===== config.mk =====
export PLATFORM = sky130hd
export DESIGN_NAME = fp32_addsub_arb
export DESIGN_NICKNAME = d
export VERILOG_FILES = /design/src/rtl/fp32_addsub_arb.sv
export SDC_FILE = /design/constraint.sdc
export NUM_CORES = 1
export LEC_CHECK = 0
export BUFFER_PORTS_ARGS = -buffer_cell sky130_fd_sc_hd__buf_2
export CAP_MARGIN = 20
export CORE_AREA = 2 2 158 160
export CTS_BUF_LIST = sky130_fd_sc_hd__clkbuf_4
export DETAILED_ROUTE_END_ITERATION = 10
export DIE_AREA = 0 0 160 162
export MAX_ROUTING_LAYER = met4
export PLACE_DENSITY_LB_ADDON = 0.1
export SYNTH_ARGS = -nofsm -noshare
export SYNTH_HDL_FRONTEND = slang
export SYNTH_SLANG_ARGS = --single-unit
export TNS_END_PERCENT = 5

===== constraint.sdc =====
create_clock -name i_clk -period 7.9 [get_ports i_clk]
set_input_delay 0.395 -clock i_clk [delete_from_list [all_inputs] [get_ports i_clk]]
set_output_delay 0.395 -clock i_clk [all_outputs]
set_load 0.05 [all_outputs]

===== src/rtl/fp32_addsub_arb.sv =====
// Round-robin arbiter sharing one pipelined fp32 add/sub unit among NUM_REQ requesters.
// Optional FP32_ARB_STATS_EN adds per-requester grant counters and a response counter.
module fp32_addsub_arb #(
  parameter int NUM_REQ = 4,
  parameter int ADD_LAT = 4,
  parameter int TAG_W   = 2
) (
  input  logic                   i_clk,
  input  logic                   i_rst,
  input  logic                   i_arb_en,
  input  logic [NUM_REQ-1:0]     i_req_valid,
  output logic [NUM_REQ-1:0]     o_req_ready,
  input  logic [NUM_REQ*32-1:0]  i_req_dina,
  input  logic [NUM_REQ*32-1:0]  i_req_dinb,
  input  logic [NUM_REQ-1:0]     i_req_op,
  output logic [31:0]            o_add_dina,
  output logic [31:0]            o_add_dinb,
  output logic                   o_add_op,
  output logic                   o_add_valid_in,
  input  logic [31:0]            i_add_result,
  input  logic                   i_add_valid_out,
  output logic [NUM_REQ-1:0]     o_rsp_valid,
  output logic [31:0]            o_rsp_data,
  output logic                   o_busy,
  output logic                   o_err_spurious
`ifdef FP32_ARB_STATS_EN
  ,
  output logic [NUM_REQ*16-1:0]  o_grant_cnt,
  output logic [15:0]            o_rsp_cnt
`endif
);

  logic [TAG_W-1:0]                r_rr_ptr;
  logic                            r_iss_valid;
  logic [TAG_W-1:0]                r_iss_tag;
  logic [31:0]                     r_add_dina;
  logic [31:0]                     r_add_dinb;
  logic                            r_add_op;
  logic [ADD_LAT-1:0]              r_tag_v;
  logic [ADD_LAT-1:0][TAG_W-1:0]   r_tag_id;
  logic [NUM_REQ-1:0]              r_rsp_valid;
  logic [31:0]                     r_rsp_data;
  logic                            r_err;

  logic [NUM_REQ-1:0]              w_req_ready;
  logic [TAG_W-1:0]                w_gnt_idx;
  logic                            w_grant_any;
  int                              w_idx;
  logic                            w_last_v;
  logic [NUM_REQ-1:0]              w_rsp_onehot;

  always_comb begin
    w_req_ready = '0;
    w_gnt_idx   = '0;
    w_grant_any = 1'b0;
    w_idx       = 0;
    if (i_arb_en) begin
      for (int i = 0; i < NUM_REQ; i++) begin
        w_idx = (int'(r_rr_ptr) + i) % NUM_REQ;
        if (!w_grant_any && i_req_valid[w_idx]) begin
          w_grant_any        = 1'b1;
          w_gnt_idx          = TAG_W'(w_idx);
          w_req_ready[w_idx] = 1'b1;
        end
      end
    end
  end

  assign w_last_v     = r_tag_v[ADD_LAT-1];
  assign w_rsp_onehot = {{(NUM_REQ-1){1'b0}}, 1'b1} << r_tag_id[ADD_LAT-1];

  // The tag line starts behind the issue register so its last stage lines up with the adder output.
  always_ff @(posedge i_clk) begin
    if (i_rst) begin
      r_rr_ptr    <= '0;
      r_iss_valid <= 1'b0;
      r_iss_tag   <= '0;
      r_add_dina  <= '0;
      r_add_dinb  <= '0;
      r_add_op    <= 1'b0;
      r_tag_v     <= '0;
      r_tag_id    <= '0;
      r_rsp_valid <= '0;
      r_rsp_data  <= '0;
      r_err       <= 1'b0;
    end else begin
      r_iss_valid <= w_grant_any;
      if (w_grant_any) begin
        r_rr_ptr   <= (int'(w_gnt_idx) == NUM_REQ-1) ? '0 : w_gnt_idx + 1'b1;
        r_iss_tag  <= w_gnt_idx;
        r_add_dina <= i_req_dina[32*int'(w_gnt_idx) +: 32];
        r_add_dinb <= i_req_dinb[32*int'(w_gnt_idx) +: 32];
        r_add_op   <= i_req_op[w_gnt_idx];
      end
      r_tag_v  <= {r_tag_v[ADD_LAT-2:0], r_iss_valid};
      r_tag_id <= {r_tag_id[ADD_LAT-2:0], r_iss_tag};
      if (i_add_valid_out && w_last_v) begin
        r_rsp_valid <= w_rsp_onehot;
        r_rsp_data  <= i_add_result;
      end else begin
        r_rsp_valid <= '0;
      end
      if (i_add_valid_out != w_last_v) begin
        r_err <= 1'b1;
      end
    end
  end

  assign o_req_ready    = w_req_ready;
  assign o_add_dina     = r_add_dina;
  assign o_add_dinb     = r_add_dinb;
  assign o_add_op       = r_add_op;
  assign o_add_valid_in = r_iss_valid;
  assign o_rsp_valid    = r_rsp_valid;
  assign o_rsp_data     = r_rsp_data;
  assign o_err_spurious = r_err;
  assign o_busy         = r_iss_valid | (|r_tag_v) | (|r_rsp_valid);

`ifdef FP32_ARB_STATS_EN
  logic [NUM_REQ-1:0][15:0] r_grant_cnt;
  logic [15:0]              r_rsp_cnt;

  always_ff @(posedge i_clk) begin
    if (i_rst) begin
      r_grant_cnt <= '0;
      r_rsp_cnt   <= '0;
    end else begin
      for (int i = 0; i < NUM_REQ; i++) begin
        if (w_req_ready[i] && r_grant_cnt[i] != 16'hFFFF) begin
          r_grant_cnt[i] <= r_grant_cnt[i] + 16'd1;
        end
      end
      if ((|r_rsp_valid) && r_rsp_cnt != 16'hFFFF) begin
        r_rsp_cnt <= r_rsp_cnt + 16'd1;
      end
    end
  end

  assign o_grant_cnt = r_grant_cnt;
  assign o_rsp_cnt   = r_rsp_cnt;
`endif

endmodule


==> flow_summary.ini, run 1 <==
[floorplanning]
core_area_mm2 = 0.0241
die_h_um = 162
num_rows = 57
die-area_mm2 = 0.0259
die_width_um = 160
start_util_pct = 28.3
pin_count = 408

[route]
via_per_inst = 5.00
wl_per_cell_um = 18.0
wirelength_um = 26600
drc = 0
firstDrtPassIters = 5
drtIter0Drc = 338
vias = 7371
detail-route-antenna-nets = 0

[pwr]
pwr-share-clk_pct = 24.0
p_int_w = 0.00105
total_power_w = 0.00186
swShare_pct = 43.7
peakVddDrop_mv = 0.0696
seqPwrFrac_pct = 36.8
p_comb_share_pct = 39.1
switching_power_w = 0.000814
p_leak_nw = 4.52
p_per_area_mw_per_mm2 = 199

[finish]
fin_nets = 1442
syn_to_final_growth_pct = 36.9
nFillCells = 2611
final_area_mm2 = 0.00936
drive_gt1_share_pct = 41.1

[run_status]
status = completed

[synth]
avgSynthCellArea_um2 = 8.76
yosysTopAreaCellShare_pct = 34.9
synth-async-reset-ratio_pct = 0
ys.flop_type = dfxtp_1
syn_inst = 780
synth_top_area_cell = dfxtp_1
synth.area.top_cells = dfxtp_1, mux2i_1, a211oi_1, a221o_1, nor2_1
yosysWarnings = 0
synth_edf_count = 0
ys_seq_area_share_pct = 34.9
netlist_area_mm2 = 0.00683
synth_cell_types = 48
postSynthNetCount = 1090
ys_seq_elements = 119

[critical_path]
critPathRequiredTime_ns = 8.34
rrSetupSlack_ns = 3.58
crit_type = register to register
critPathLaunchType = register
cp-end-kind = register
worst_ep_arrival_time_ns = 4.76
crit_fanout = 66

[global_routing]
track_usage_pct = 20.0
grt-ovfl-total = 0
grt_pass1_wl_um = 39800
grt_pass1_vias = 7179
grt_antenna_before_repair = 6
grt_max_degree = 67

[sta]
fmax_mhz = 232
period_share_pct = 54.6
final-max-slew-violation-count = 0
relSlewSlack_pct = 26.3
setup_violations = 0
period_needed_ns = 4.32
fin_worst_skew_ns = 0.0264
setup-tns-final_ns = 0
hold_viol = 0
grt_setup_unrepaired = no
worstMarginPinSlew_ns = 1.11

[run]
max_cap_viol_count = 0

[cts]
cts-root-buf = clkbuf_4
cts_tree = yes
ctsResizeCount = 0
post_cts_buffers = 0
clock_path_buffers = 2
htree_levels = 4
cts_made_buffers = 17
clock_latency_ns = 0.55
path_clk_slew_ns = 0.15
hold_buffers = 0
cts_sinks = 119

[placement]
placed_area_mm2 = 0.00900
gp_congestion = 0.801
numPortBuffers = 407
dpl.hpwl_um = 18500

[min_path]
hp-class = input pin to register
[metal layers]
layer  part of all wire, %  vias to the layer above  track usage (%)
li1                      -                     3613                -
met1                    44                     3441             25.2
met2                    49                      290             32.6
met3                   5.6                       27             4.16
met4                   1.5                        0             5.69
met5                     0                        -                -
[cell usage after synthesis (4+ instances only)]
library cell / number
nor3b_1: 28
a2111oi_1: 21
nor2b_1: 18
a21oi_1: 5
nand4_1: 39
mux2i_1: 98
mux4_2: 4
ha_1: 10
a211oi_1: 65
a221oi_1: 4
clkbuf_1: 61
nor2_1: 72
a221o_1: 39
a22oi_1: 4
a2111oi_0: 6
o21ai_0: 41
buf_2: 8
buf_1: 5
buf_4: 7
nand2_1: 48
inv_1: 42
dfxtp_1: 119
[registers in the layout (all words and copies together) (netlist names)]
name / flops
r_iss_tag: 2
r_tag_v: 4
o_add_valid_in: 1
o_add_op: 1
r_rr_ptr: 2
o_add_dinb: 32
o_rsp_data: 32
o_err_spurious: 1
o_add_dina: 32
r_tag_id: 8
o_rsp_valid: 4
[worst paths after layout]
path / start / to / cells past startpoint
max: r_rr_ptr[0] / o_add_dina[1] / 10
max reg2reg: r_rr_ptr[0] / o_add_dina[1] / 10
min reg2reg: r_tag_id[2] / r_tag_id[4] / 1
min: i_add_result[29] / o_rsp_data[29] / 3
[power groups by stage]
| stage | combinational [W] | clock (W) | sequential (W) |
|---|---|---|---|
| 3_5_place_dp | 0.000729 | 0 | 0.000698 |
| 6_report | 0.000729 | 0.000447 | 0.000686 |
| 5_1_grt | 0.000779 | 0.000497 | 0.000694 |
| 2_1_floorplan | 0.000354 | 0 | 0.000859 |
| 4_1_cts | 0.000730 | 0.000470 | 0.000686 |
| 3_3_place_gp | 0.000731 | 0 | 0.000698 |
[cell type report]
| cell class | instances | area (µm²) | share of cell area [%] |
|---|---|---|---|
| diodes | 5 | 12.5 | 0.134 |
| clock buffers | 17 | 128 | 1.36 |
| flip-flops and latches | 119 | 2380 | 25.5 |
| clock inverters | 15 | 156 | 1.67 |
| inverters | 45 | 171 | 1.83 |
| well taps | 324 | 405 | 4.33 |
| multi-input cells | 532 | 3950 | 42.2 |
| repair buffers | 417 | 2150 | 23.0 |
[cell families (layout without fill, tap and decap cells)]
logic type	after synthesis	in the layout	synth area share (%)
other	0	5	0
adder cells (fa/ha/maj)	10	10	1.83
flip-flops	119	119	34.9
buffers and inverters	129	494	8.10
multiplexers	104	104	16.0
AO/OA/AOI/OAI	196	196	22.5
AND/OR/NAND/NOR	222	222	16.7
[through the flow]
step / std cells / utilization, % / hold WS [ns] / worst slack, ns
after floorplan: 780 / - / 0.414 / 4.59
after global placement: 1435 / 37.4 / 0.424 / 3.73
final: 1474 / 38.8 / 0.0618 / 3.58
after CTS: 1467 / 38.5 / 0.00248 / 3.59
after global routing: 1474 / 38.8 / 0.00183 / 3.14
after detailed placement: 1435 / 37.4 / 0.422 / 3.56
[cells in the final DEF (no fill, tap or decap), drive strengths merged, types with 3 or more instances in the layout]
master   Yosys  layout
clkinv       0       4
nand4       39      39
a221o       39      39
dfxtp      119     119
mux2i       98      98
nor2b       19      19
ha          10      10
a22oi        4       4
inv         45      54
a2111oi     27      27
o21a         3       3
a221oi       4       4
nor2        73      73
nand2       48      48
a21oi        5       5
o21ai       42      42
a211oi      66      66
buf         23     417
clkbuf      61      17
diode        0       5
nor3b       28      28
mux4         4       4
[worst max-delay path: stages (launching register included)]
cell and delay (ns):
dfxtp_1 0.88, inv_2 0.15, ha_1 0.48, mux4_2 0.48
nor2b_2 0.29, o21a_2 0.15, buf_4 0.54, nor2_8 0.26
inv_4 0.35, a211oi_1 0.14, a2111oi_1 0.38
No activity file was read; power rests on OpenSTA's default activity.
==> run 2, diff against run 1 <==
ABC_AREA = 1   (was default)
CORE_AREA = 2 2 157 159   (was 2 2 158 160)
DIE_AREA = 0 0 159 161   (was 0 0 160 162)
clock period = 3.9 ns   (was 7.9 ns; I/O delays follow)
==> flow_summary.ini, run 2 <==
[floorplanning]
die_h_um = 161
start_util_pct = 30.7
num_rows = 57
core_area_mm2 = 0.0240
pin_count = 408
die_width_um = 159
die-area_mm2 = 0.0256

[critical_path]
worst_ep_arrival_time_ns = 3.96
slowest_stage = dlygate4sd3_1
crit_fanout = 41
cp-end-kind = register
critPathLaunchType = register
crit_top_cell = nand2_1
critPathRequiredTime_ns = 4.38
r2r_cells = 16
cpPeakStageDelay_ns = 0.55
path_cells = inv_1 > ha_1 > inv_1 > nand2_1 > nand2_1 > nor2_4 > nand3_2 > nand2_4 > inv_4 > nand2_8 > buf_4 > nand2_1 > nand3_1 > nand2_1 > a21oi_1 > dlygate4sd3_1
crit_type = register to register

[pwr]
p_comb_share_pct = 53.9
total_power_w = 0.00539
switching_power_w = 0.00264
seqPwrFrac_pct = 27.6
pwr-share-clk_pct = 18.4
p_int_w = 0.00275
swShare_pct = 48.9
p_per_area_mw_per_mm2 = 481
p_leak_nw = 6.43
peakVddDrop_mv = 0.267

[global_routing]
grtUsageMet1_pct = 25.8
grt_antenna_before_repair = 4
met3_usage_pct = 4.57
grt_max_degree = 90
top_usage_layer = met2
grt.met2_usage_pct = 39.9
grt_pass1_vias = 8857
grt_pass1_wl_um = 45000
track_usage_pct = 22.4
grt-ovfl-total = 0

[finish]
drive_gt1_share_pct = 27.6
layout_common_cells = buf_2, nand2_1, nor2_1
syn_to_final_growth_pct = 52.5
nFillCells = 2611
final_common_cell = buf_2
final_area_mm2 = 0.0112
fin_nets = 2034

[cts]
htree_levels = 4
cts-root-buf = clkbuf_4
cts_sinks = 119
clock_path_buffers = 2
clock_latency_ns = 0.55
path_clk_slew_ns = 0.16
cts_made_buffers = 17
cts_tree = yes

[synth]
synth_top_area_cell = dfxtp_1
synth_edf_count = 0
synth_top_family_by_area = simple AND/OR/NAND/NOR gates
yosysTopAreaCellShare_pct = 32.4
synth_compound_area_share_pct = 11.2
synth-async-reset-ratio_pct = 0
ys_seq_elements = 119
synth_cell_types = 29
synthAdderAreaFrac_pct = 1.70
syn_inst = 1224
synth.area.top_cells = dfxtp_1, nand2_1, nor2_1, nand3_1, inv_1
synth_mux_area_share_pct = 0
synth_xor_area_share_pct = 0
avgSynthCellArea_um2 = 6.00
netlist_area_mm2 = 0.00735
postSynthNetCount = 1534
ys.flop_type = dfxtp_1
yosysMostFrequentCell = nand2_1
synth_common_cells = nand2_1, nor2_1, inv_1, nand3_1, dfxtp_1
synth-simple-area-share_pct = 38.8
ys_seq_area_share_pct = 32.4
yosysWarnings = 0

[sta]
layout_setup_ws_ns = 0.413
hold_ws_ns = 0.0517
final-max-slew-violation-count = 0
fmax_mhz = 287
relSlewSlack_pct = 32.3
period_needed_ns = 3.49
grt_setup_unrepaired = no
worstMarginPinSlew_ns = 1.01
setup_violations = 0
setup-tns-final_ns = 0
hold_viol = 0
fin_worst_skew_ns = 0.0399
period_share_pct = 89.4

[min_path]
hp-class = input pin to register
holdPathStages = 7

[placement]
gp_congestion = 0.854
dpl.hpwl_um = 20100
numPortBuffers = 407
placed_area_mm2 = 0.00954
dp_slack_ns = 0.639

[route]
drc = 0
via_per_inst = 4.43
detail-route-antenna-nets = 0
wl_per_cell_um = 14.0
firstDrtPassIters = 5
wirelength_um = 28900
drtIter0Drc = 551
vias = 9147

[run_status]
status = completed

[run]
max_cap_viol_count = 0
## run 2: layer usage
layer | wire [µm] | up-vias
li1 | - | 4758
met1 | 12500 | 4055
met2 | 14300 | 307
met3 | 1720 | 27
met4 | 410 | 0
met5 | 0 | -
## run 2: power by group through the flow
stage | sequential (W) | combinational, W | clock (W)
CTS | 0.00149 | 0.00291 | 0.00104
global placement | 0.00152 | 0.00270 | 0
detailed placement | 0.00152 | 0.00269 | 0
finish | 0.00149 | 0.00291 | 0.000995
floorplan | 0.00203 | 0.00146 | 0
global route | 0.00151 | 0.00319 | 0.00110
## run 2: final cells by class
class	count	area, µm²	area share (%)
Antenna cell	4	10.0	0.0894
Multi-Input combinational cell	832	3810	34.0
Inverter	198	751	6.70
Clock buffer	17	128	1.14
Tap cell	324	405	3.62
Clock inverter	15	180	1.61
Sequential cell	119	2380	21.3
Timing Repair Buffer	556	3530	31.5
## run 2: path summary, 6_finish.rpt
| check | startpoint | slack (ns) | endpoint |
|---|---|---|---|
| max | r_rr_ptr[1] | 0.41 | o_add_dinb[4] |
| min | i_req_dina[122] | 0.05 | o_add_dina[26] |
| max reg2reg | r_rr_ptr[1] | 0.41 | o_add_dinb[4] |
| min reg2reg | r_tag_id[4] | 0.41 | r_tag_id[6] |
## run 2: timing repair
action | CTS | global route
setup buffers | 0 | 0
endpoints found under the setup margin | 0 | 33
resized for setup | 0 | 6
endpoints found under the hold margin | 85 | 0
hold buffers | 132 | 0
## run 2: critical path: cells and delay by family, from the launching register on
kind | cells | cell delay [ns]
compound gates | 1 | 0.10
fa+ha+maj | 1 | 0.41
buf+inv | 5 | 1.27
flops | 1 | 0.45
simple gates | 9 | 1.16
## run 2: kinds of logic (layout without fill, tap and decap cells)
| family | Yosys count | in the layout |
|---|---|---|
| compound gates | 141 | 141 |
| fa+ha+maj | 10 | 10 |
| buf+inv | 273 | 786 |
| flops | 119 | 119 |
| other cells | 0 | 4 |
| simple gates | 681 | 681 |
## run 2: metrics by stage
step / util, % / std cells
floorplan: - / 1224
global placement: 39.8 / 1897
detailed placement: 39.8 / 1897
CTS: 46.6 / 2061
global route: 46.7 / 2065
finish: 46.7 / 2065
